[config.mk]
export PLATFORM = sky130hd
export DESIGN_NAME = mips_fetch_unit_flat
export DESIGN_NICKNAME = d
export VERILOG_FILES = /design/src/rtl/mips_fetch_unit_if.sv /design/src/rtl/mips_fetch_unit.sv /design/src/flat_wrapper.sv
export SDC_FILE = /design/constraint.sdc
export NUM_CORES = 1
export LEC_CHECK = 0
export BUFFER_PORTS_ARGS = -buffer_cell sky130_fd_sc_hd__buf_2
export CORE_UTILIZATION = 50
export CTS_CLUSTER_DIAMETER = 200
export DETAILED_ROUTE_END_ITERATION = 7
export HOLD_SLACK_MARGIN = 0.06
export PLACE_DENSITY_LB_ADDON = 0.1
export SYNTH_ARGS = -nofsm -noshare
export SYNTH_HDL_FRONTEND = slang
export SYNTH_SLANG_ARGS = --single-unit
[constraint.sdc]
create_clock -name clk_CPU -period 2.31 [get_ports clk_CPU]
set_input_delay 0.462 -clock clk_CPU [delete_from_list [all_inputs] [get_ports clk_CPU]]
set_output_delay 0.462 -clock clk_CPU [all_outputs]
set_load 0.01 [all_outputs]
[src/rtl/mips_fetch_unit_if.sv]
// Fetch-unit bus bundle: instruction-memory req/ack channel plus the valid/ready handoff to decode.
// The master modport is the fetch unit; slave is the memory/decode side.
interface mips_fetch_unit_if;
  logic        imem_req;
  logic [31:0] imem_addr;
  logic        imem_ack;
  logic [31:0] imem_rdata;
  logic [31:0] inst_out;
  logic [31:0] pc_out;
  logic [31:0] pc_plus4;
  logic        inst_valid;
  logic        inst_ready;

  modport master (
    output imem_req, imem_addr, inst_out, pc_out, pc_plus4, inst_valid,
    input  imem_ack, imem_rdata, inst_ready
  );

  modport slave (
    input  imem_req, imem_addr, inst_out, pc_out, pc_plus4, inst_valid,
    output imem_ack, imem_rdata, inst_ready
  );
endinterface

[src/rtl/mips_fetch_unit.sv]
// Instruction fetch: owns the PC, fetches words over req/ack, hands them to decode, honours jump/branch redirects.
// Latency: imem_ack -> inst_valid one cycle. Backpressure: inst_valid holds until inst_ready; no new request meanwhile.
// A request left unacknowledged for WAIT_MAX cycles raises sticky fetch_err and parks the unit until reset.
module mips_fetch_unit #(
  parameter logic [31:0] RESET_PC = 32'h0000_0000,
  parameter int unsigned WAIT_MAX = 16,
  parameter int unsigned CNT_W    = 5
) (
  input  logic                 clk_CPU,
  input  logic                 rst_n,
  input  logic                 run,
  input  logic                 jump,
  input  logic [25:0]          jump_target,
  input  logic                 branch_taken,
  input  logic [31:0]          branch_target,
  output logic                 fetch_err,
  mips_fetch_unit_if.master    bus
);

  typedef enum logic [1:0] {IDLE, REQ, HOLD} state_t;

  localparam logic [CNT_W-1:0] WAIT_LAST = CNT_W'(WAIT_MAX - 1);

  state_t             state;
  logic [31:0]        pc;
  logic [31:0]        pc_out_q;
  logic [31:0]        inst_q;
  logic               inst_valid_q;
  logic               req_q;
  logic               flush;
  logic [CNT_W-1:0]   wait_cnt;

  logic               redirect;
  logic [31:0]        pc_inc;
  logic [31:0]        pc_out_plus4;
  logic [31:0]        redirect_pc;

  assign pc_inc       = pc + 32'd4;
  assign pc_out_plus4 = pc_out_q + 32'd4;
  assign redirect     = jump | branch_taken;

  // Jump region bits come from the instruction being decoded (pc_out + 4).
  always_comb begin
    redirect_pc = {branch_target[31:2], 2'b00};
    if (jump) begin
      redirect_pc = {pc_out_plus4[31:28], jump_target, 2'b00};
    end
  end

  assign bus.imem_req   = req_q;
  assign bus.imem_addr  = pc;
  assign bus.inst_out   = inst_q;
  assign bus.pc_out     = pc_out_q;
  assign bus.pc_plus4   = pc_out_plus4;
  assign bus.inst_valid = inst_valid_q;

  always_ff @(posedge clk_CPU or negedge rst_n) begin
    if (!rst_n) begin
      state        <= IDLE;
      pc           <= RESET_PC;
      pc_out_q     <= RESET_PC;
      inst_q       <= '0;
      inst_valid_q <= 1'b0;
      req_q        <= 1'b0;
      flush        <= 1'b0;
      wait_cnt     <= '0;
      fetch_err    <= 1'b0;
    end else begin
      case (state)
        IDLE: begin
          if (redirect) begin
            pc <= redirect_pc;
          end
          if (run && !fetch_err) begin
            state    <= REQ;
            req_q    <= 1'b1;
            wait_cnt <= '0;
          end
        end

        REQ: begin
          if (redirect) begin
            pc <= redirect_pc;
          end
          if (req_q) begin
            if (bus.imem_ack) begin
              req_q    <= 1'b0;
              wait_cnt <= '0;
              if (flush || redirect) begin
                // Stale word: drop it and re-request the redirected pc next cycle.
                flush <= 1'b0;
              end else begin
                inst_q       <= bus.imem_rdata;
                pc_out_q     <= pc;
                inst_valid_q <= 1'b1;
                state        <= HOLD;
              end
            end else if (wait_cnt == WAIT_LAST) begin
              req_q     <= 1'b0;
              flush     <= 1'b0;
              fetch_err <= 1'b1;
              state     <= IDLE;
            end else begin
              wait_cnt <= wait_cnt + 1'b1;
              if (redirect) begin
                flush <= 1'b1;
              end
            end
          end else begin
            req_q    <= 1'b1;
            wait_cnt <= '0;
          end
        end

        HOLD: begin
          if (redirect) begin
            inst_valid_q <= 1'b0;
            pc           <= redirect_pc;
            state        <= REQ;
            req_q        <= 1'b1;
            wait_cnt     <= '0;
          end else if (bus.inst_ready) begin
            inst_valid_q <= 1'b0;
            pc           <= pc_inc;
            if (run) begin
              state    <= REQ;
              req_q    <= 1'b1;
              wait_cnt <= '0;
            end else begin
              state <= IDLE;
            end
          end
        end

        default: begin
          state <= IDLE;
          req_q <= 1'b0;
        end
      endcase
    end
  end

endmodule

[src/flat_wrapper.sv]
// flat-port wrapper written by rule: the top's interface ports become plain ports
module mips_fetch_unit_flat 
#(
  parameter logic [31:0] RESET_PC = 32'h0000_0000,
  parameter int unsigned WAIT_MAX = 16,
  parameter int unsigned CNT_W    = 5
)
  (clk_CPU, rst_n, run, jump, jump_target, branch_taken, branch_target, fetch_err, bus_imem_req, bus_imem_addr, bus_inst_out, bus_pc_out, bus_pc_plus4, bus_inst_valid, bus_imem_ack, bus_imem_rdata, bus_inst_ready);
  mips_fetch_unit_if bus_i ();
  input  logic clk_CPU;
  input  logic rst_n;
  input  logic run;
  input  logic jump;
  input  logic [25:0] jump_target;
  input  logic branch_taken;
  input  logic [31:0] branch_target;
  output logic fetch_err;
  output wire logic [$bits(bus_i.imem_req)-1:0] bus_imem_req;
  output wire logic [$bits(bus_i.imem_addr)-1:0] bus_imem_addr;
  output wire logic [$bits(bus_i.inst_out)-1:0] bus_inst_out;
  output wire logic [$bits(bus_i.pc_out)-1:0] bus_pc_out;
  output wire logic [$bits(bus_i.pc_plus4)-1:0] bus_pc_plus4;
  output wire logic [$bits(bus_i.inst_valid)-1:0] bus_inst_valid;
  input wire logic [$bits(bus_i.imem_ack)-1:0] bus_imem_ack;
  input wire logic [$bits(bus_i.imem_rdata)-1:0] bus_imem_rdata;
  input wire logic [$bits(bus_i.inst_ready)-1:0] bus_inst_ready;
  assign bus_imem_req = bus_i.imem_req;
  assign bus_imem_addr = bus_i.imem_addr;
  assign bus_inst_out = bus_i.inst_out;
  assign bus_pc_out = bus_i.pc_out;
  assign bus_pc_plus4 = bus_i.pc_plus4;
  assign bus_inst_valid = bus_i.inst_valid;
  assign bus_i.imem_ack = bus_imem_ack;
  assign bus_i.imem_rdata = bus_imem_rdata;
  assign bus_i.inst_ready = bus_inst_ready;
  mips_fetch_unit #(.RESET_PC(RESET_PC), .WAIT_MAX(WAIT_MAX), .CNT_W(CNT_W)) u_core (.clk_CPU(clk_CPU), .rst_n(rst_n), .run(run), .jump(jump), .jump_target(jump_target), .branch_taken(branch_taken), .branch_target(branch_target), .fetch_err(fetch_err), .bus(bus_i));
endmodule
==> flow_summary.json, run 1 <==
{
  "syn_area_um2": 5840,
  "start_util": 0.511,
  "die_h_um": 110,
  "drt_iter0_drc": 274,
  "synth-main-ff-cell": "dfrtp_1",
  "h-tree-depth": 3,
  "post_drt_wl_per_cell_um": 17.1,
  "synthArstFlopShare": 1.00,
  "synth_top_area_share": 0.442,
  "place_area_um2": 7300,
  "finClkSkew_ns": 0.00596,
  "place.gp.congestion": 0.902,
  "maxCapViolations": 0,
  "p_leak_nw": 3.98,
  "via_per_inst": 5.56,
  "synth_common_cells": "dfrtp_1 (103), mux2_2 (62), nand2_1 (39)",
  "cts_inserted_buffers": 9,
  "num_rows": 39,
  "final_core_util": 0.711,
  "cp.arrival_ns": 2.11,
  "setup_tns_ns": -2.28,
  "synthTopCellsByArea": "dfrtp_1 (44%), mux2_2 (12%), mux2i_1 (2.9%)",
  "vias": 5445,
  "die_area_um2": 12100,
  "cts_buffer_depth": 2,
  "layout_min_cycle_time_ns": 2.57,
  "setup_violations": 19,
  "finalCritPeriodShare": 1.11,
  "synth_edf_count": 0,
  "cp.required_ns": 1.85,
  "ant_nets": 0,
  "synth.ff_latch_count": 103,
  "grt_pass1_vias": 4985,
  "areaGrowthSynthToFinish_pct": 39.1,
  "ys_types": 65,
  "antenna_found_initial": 0,
  "first_pass_iters": 5,
  "rsz0062_at_grt": "yes",
  "worstSetupStartpointType": "register",
  "cts_tree": "yes",
  "drv_slew": 0,
  "status": "finished with violations",
  "clk_latency_ns": 0.35,
  "power_w": 0.00836,
  "violations": "setup timing",
  "endpoint_kind": "output pin",
  "cts.sinks": 103,
  "ys_seq_area_frac": 0.442,
  "fin_nets": 933,
  "setup_ws_ns": -0.262,
  "drc_errors": 0,
  "crit_type": "reg -> out",
  "grt_pass1_wl_um": 24900,
  "synthesis.area_per_instance_um2": 10.5,
  "core_area_um2": 11400,
  "portBuffers": 219,
  "hpwl_um": 12000,
  "antennaDiodeCount": 0,
  "yosysTopAreaCell": "dfrtp_1",
  "final_hold_viol_count": 0,
  "holdWs_ns": 0.340,
  "holdCritPathClass": "in -> reg",
  "drive_above_1_share": 0.516,
  "cts_root_buffer": "clkbuf_16",
  "track_usage": 0.269,
  "ir_drop_uv": 774,
  "fmax_mhz": 389,
  "syn_inst": 556,
  "stdcell_area_um2": 8120,
  "die_x_um": 110,
  "synth_most_common_cell": "dfrtp_1",
  "powerDensity_nw_per_um2": 1030,
  "overflow": 0,
  "drt_wl_total_um": 16800,
  "crit_path_max_fanout": 3,
  "yosysWarnings": 0,
  "grt_start_max_net_pins": 65,
  "clk_pin_slew_ns": 0.07,
  "ioPinCount": 228
}
## path summary, 6_finish.rpt
kind | startpoint | end | slack (ns) | cells after the start
max | u_core.bus.pc_out[10]$_DFFE_PN0P_ | bus_pc_plus4[23] | -0.26 | 7
min | bus_imem_rdata[3] | u_core.bus.inst_out[3]$_DFFE_PN0P_ | 0.34 | 2
max reg2reg | u_core.bus.pc_out[3]$_DFFE_PN0P_ | u_core.bus.imem_addr[30]$_DFFE_PN0P_ | 0.27 | 11
min reg2reg | u_core.bus.inst_out[12]$_DFFE_PN0P_ | u_core.bus.inst_out[12]$_DFFE_PN0P_ | 0.50 | 1
max in group asynchronous | rst_n | u_core.bus.pc_out[13]$_DFFE_PN0P_ | 1.19 | 3
min in group asynchronous | rst_n | u_core.bus.inst_out[24]$_DFFE_PN0P_ | 0.45 | 2
## timing repair
| action | CTS | global route |
|---|---|---|
| setup endpoints to repair | 19 | 20 |
| hold buffers | 1 | 0 |
| pin swaps | 20 | 22 |
| endpoints found under the hold margin | 1 | 0 |
| buffers inserted | 11 | 19 |
| resized for setup | 30 | 29 |
## stage by stage
| stage | cells | setup slack [ns] |
|---|---|---|
| floorplan | 561 | 0.139 |
| global placement | 933 | 0.0580 |
| detailed placement | 933 | 0.00129 |
| CTS | 961 | -0.178 |
| global route | 980 | -0.422 |
| finish | 980 | -0.262 |
## worst max-delay path, cell delays in order, from the launching register on
cell and delay, ns:
dfrtp_1 0.36, nand4_1 0.13, or3_4 0.45, nor3_2 0.16, buf_4 0.16, nand4_1 0.13, xnor2_1 0.19, buf_2 0.18
## layout make-up
cell class	count	area, um^2
Clock buffer	10	239
Clock inverter	6	67.6
Fill cell	849	3300
Inverter	10	37.5
Multi-Input combinational cell	412	3240
Sequential cell	103	2590
Tap cell	143	179
Timing Repair Buffer	296	1760
## flip-flops by register name, indices dropped and copies added, names as in the netlist
signal                 flops
u_core.bus.imem_req        1
u_core.bus.inst_out       32
u_core.bus.imem_addr      30
u_core.state               2
u_core.wait_cnt            5
u_core.fetch_err           1
u_core.flush               1
u_core.bus.pc_out         30
u_core.bus.inst_valid      1
## layer usage
| metal | up-vias | track usage | share of wire |
|---|---|---|---|
| met3 | 26 | 0.0511 | 0.063 |
| met2 | 210 | 0.449 | 0.49 |
| met1 | 2607 | 0.344 | 0.43 |
| met5 | - | 0 | 0 |
| met4 | 0 | 0.106 | 0.020 |
| li1 | 2602 | - | - |
## layout by cell type, fill, tap and decap left out, drive strengths merged, types with 18 or more instances in the layout
cell type / instances
mux2: 69
nor2: 26
nand3: 25
nand2: 40
buf: 295
xnor2: 18
nand4: 19
dfrtp: 103
o21ai: 26
a21oi: 32
## cell families (layout without fill, tap and decap cells)
| kind of cell | count (synthesis) | in the layout | synth area share |
|---|---|---|---|
| and+or+nand+nor | 167 | 167 | 0.162 |
| other | 1 | 6 | 0.000643 |
| AOI/OAI and AO/OA | 121 | 121 | 0.135 |
| adders and majority gates | 4 | 4 | 0.00858 |
| buffers and inverters | 46 | 322 | 0.0442 |
| muxes | 86 | 86 | 0.166 |
| DFF | 103 | 103 | 0.442 |
| xor gates and xnor gates | 28 | 28 | 0.0420 |
## where the power goes
| group | switching, W | total (W) | internal, W |
|---|---|---|---|
| sequential | 0.000643 | 0.00313 | 0.00249 |
| clock | 0.000696 | 0.00157 | 0.000874 |
| combinational | 0.00178 | 0.00366 | 0.00189 |
| total | 0.00311 | 0.00836 | 0.00524 |
Note: power is estimated with default switching activity, not from simulation.
==> run 2, diff against run 1 <==
--- a/config.mk
+++ b/config.mk
@@ -5,7 +5,7 @@
 export SDC_FILE = /design/constraint.sdc
 export NUM_CORES = 1
 export LEC_CHECK = 0
-export BUFFER_PORTS_ARGS = -buffer_cell sky130_fd_sc_hd__buf_2
+export BUFFER_PORTS_ARGS = -buffer_cell sky130_fd_sc_hd__clkbuf_2
 export CORE_UTILIZATION = 50
 export CTS_CLUSTER_DIAMETER = 200
 export DETAILED_ROUTE_END_ITERATION = 7
==> run 2 against run 1 <==
  * Sequential share of layout area about the same
  * Global-route usage barely moved
  * Design area barely moved
  * Combinational power about the same
  * Total power down 1.5%
  * Critical path depth is 1 higher
  * Clock-buffer cell count is 1 higher
  * Final cell count down 0.10%
  * Sequential power hardly changed
  * Clock power fell by 8%
  * The run still ends with setup timing left
==> flow_summary.json, run 2 (synthesis gave the netlist of run 1 again) <==
{
  "drc_errors": 0,
  "setup_ws_ns": -0.162,
  "num_rows": 39,
  "cpMaxStageDelayCell": "or3_4",
  "layout_commonest_cell": "clkbuf_2",
  "die_area_um2": 12100,
  "status": "finished with violations",
  "h-tree-depth": 3,
  "violations": "setup timing",
  "drv_slew": 0,
  "maxSlewHeadroom": 0.664,
  "areaGrowthSynthToFinish_pct": 39.0,
  "die_x_um": 110,
  "final_cell_mix": "clkbuf_2 (198), dfrtp_1 (94), mux2_2 (62)",
  "ir_drop_uv": 711,
  "vias": 5554,
  "fmax_mhz": 404,
  "finalCritPeriodShare": 1.07,
  "ioPinCount": 228,
  "final_hold_viol_count": 0,
  "use_met3": 0.0447,
  "nFillCells": 842,
  "place.gp.congestion": 0.896,
  "track_usage": 0.268,
  "crit_path_max_fanout": 3,
  "clk_pin_slew_ns": 0.07,
  "ant_nets": 0,
  "post_drt_wl_per_cell_um": 16.9,
  "grt_util_met1": 0.359,
  "register_area_um2": 2590,
  "core_area_um2": 11400,
  "finalNonFillerCells": 979,
  "via_per_inst": 5.67,
  "grt_pass1_vias": 4927,
  "drive_above_1_share": 0.519,
  "clk_latency_ns": 0.35,
  "die_h_um": 110,
  "drt_wl_total_um": 16600,
  "cpMostUsedCell": "buf_6",
  "grt.busiest_layer": "met2",
  "p_leak_nw": 4.02,
  "cp_slowest_stage_delay_ns": 0.44,
  "multiInputGateArea_um2": 3260,
  "worstPathCellList": "nand2_2, or3_4, buf_6, buf_6, nor2_4, nand3_2, xnor2_1, buf_2",
  "powerDensity_nw_per_um2": 1020,
  "cts_tree": "yes",
  "antenna_found_initial": 0,
  "first_pass_iters": 6,
  "hpwl_um": 11900,
  "holdWs_ns": 0.343,
  "cp.required_ns": 1.85,
  "grt_pass1_wl_um": 24700,
  "cts_inserted_buffers": 9,
  "grt_start_max_net_pins": 56,
  "crit_family": "simple AND/OR/NAND/NOR gates",
  "final_core_util": 0.710,
  "drt_iter0_drc": 357,
  "holdCritPathClass": "in -> reg",
  "worstSetupStartpointType": "register",
  "layout_min_cycle_time_ns": 2.47,
  "met2_usage": 0.438,
  "setup_violations": 14,
  "maxCapViolations": 0,
  "critPathBufInv": 3,
  "largest_reg_flops": 32,
  "finClkSkew_ns": 0.00832,
  "dp.cells": 927,
  "fin_nets": 932,
  "cp.arrival_ns": 2.01,
  "tightest_slew_ns": 0.500,
  "endpoint_kind": "output pin",
  "setup_tns_ns": -1.10,
  "rsz0062_at_grt": "yes",
  "portBuffers": 219,
  "overflow": 0,
  "antennaDiodeCount": 0,
  "crit_type": "reg -> out",
  "cts_buffer_depth": 2,
  "start_util": 0.511,
  "cts.sinks": 103,
  "cts_root_buffer": "clkbuf_16"
}
[run 2: cell count changes in the layout (fill, tap and decap cells not counted), moves of 2 or more]
cell        delta
buf_4          -4
buf_6          +3
clkinv_2       +2
clkbuf_2     +198
clkinvlp_4     -2
buf_2        -198
nand2_1        -2
[run 2: area by class of cell]
cell class | count | area share
flip-flops and latches | 103 | 0.319
clock inverters | 5 | 0.00401
inverters | 10 | 0.00463
clock buffers | 11 | 0.0299
multi-input cells | 412 | 0.402
well taps | 143 | 0.0221
repair buffers | 295 | 0.218
[run 2: per-layer routing]
metal | part of all wire | vias to the layer above
met2 | 0.49 | 250
li1 | - | 2612
met3 | 0.072 | 31
met1 | 0.42 | 2661
met4 | 0.020 | 0
met5 | 0 | -
[run 2: path summary, 6_finish.rpt]
check / slack (ns) / cells past startpoint / end / startpoint
worst max-delay path: -0.16 / 8 / bus_pc_plus4[17] / u_core.bus.pc_out[3]$_DFFE_PN0P_
worst min-delay path: 0.34 / 2 / u_core.bus.inst_out[21]$_DFFE_PN0P_ / bus_imem_rdata[21]
worst max register to register: 0.24 / 6 / u_core.bus.imem_addr[22]$_DFFE_PN0P_ / u_core.bus.imem_addr[3]$_DFFE_PN0P_
worst min register to register: 0.50 / 1 / u_core.wait_cnt[4]$_DFFE_PN0P_ / u_core.wait_cnt[4]$_DFFE_PN0P_
max in group asynchronous: 1.09 / 3 / u_core.bus.imem_addr[17]$_DFFE_PN0P_ / rst_n
min in group asynchronous: 0.56 / 2 / u_core.bus.inst_out[24]$_DFFE_PN0P_ / rst_n
[run 2: power by group]
part	internal, W	switching, W	total, W
logic	0.00187	0.00178	0.00365
registers	0.00249	0.000652	0.00314
clock network	0.000762	0.000688	0.00145
[run 2: metrics by stage]
| stage | power, W | instance area (um^2) | setup WS (ns) |
|---|---|---|---|
| after floorplan | 0.00483 | 5850 | 0.139 |
| after global placement | 0.00630 | 7250 | 0.0199 |
| after detailed placement | 0.00641 | 7250 | -0.0343 |
| after CTS | 0.00806 | 7870 | -0.129 |
| after global routing | 0.00879 | 8110 | -0.263 |
| final | 0.00823 | 8110 | -0.162 |
[run 2: repair_timing]
| item | CTS | global route |
|---|---|---|
| endpoints found under the hold margin | 24 | 0 |
| hold buffers | 1 | 0 |
| setup buffers | 19 | 17 |
| pin swaps | 20 | 26 |
| resized for setup | 41 | 47 |
| endpoints found under the setup margin | 21 | 24 |
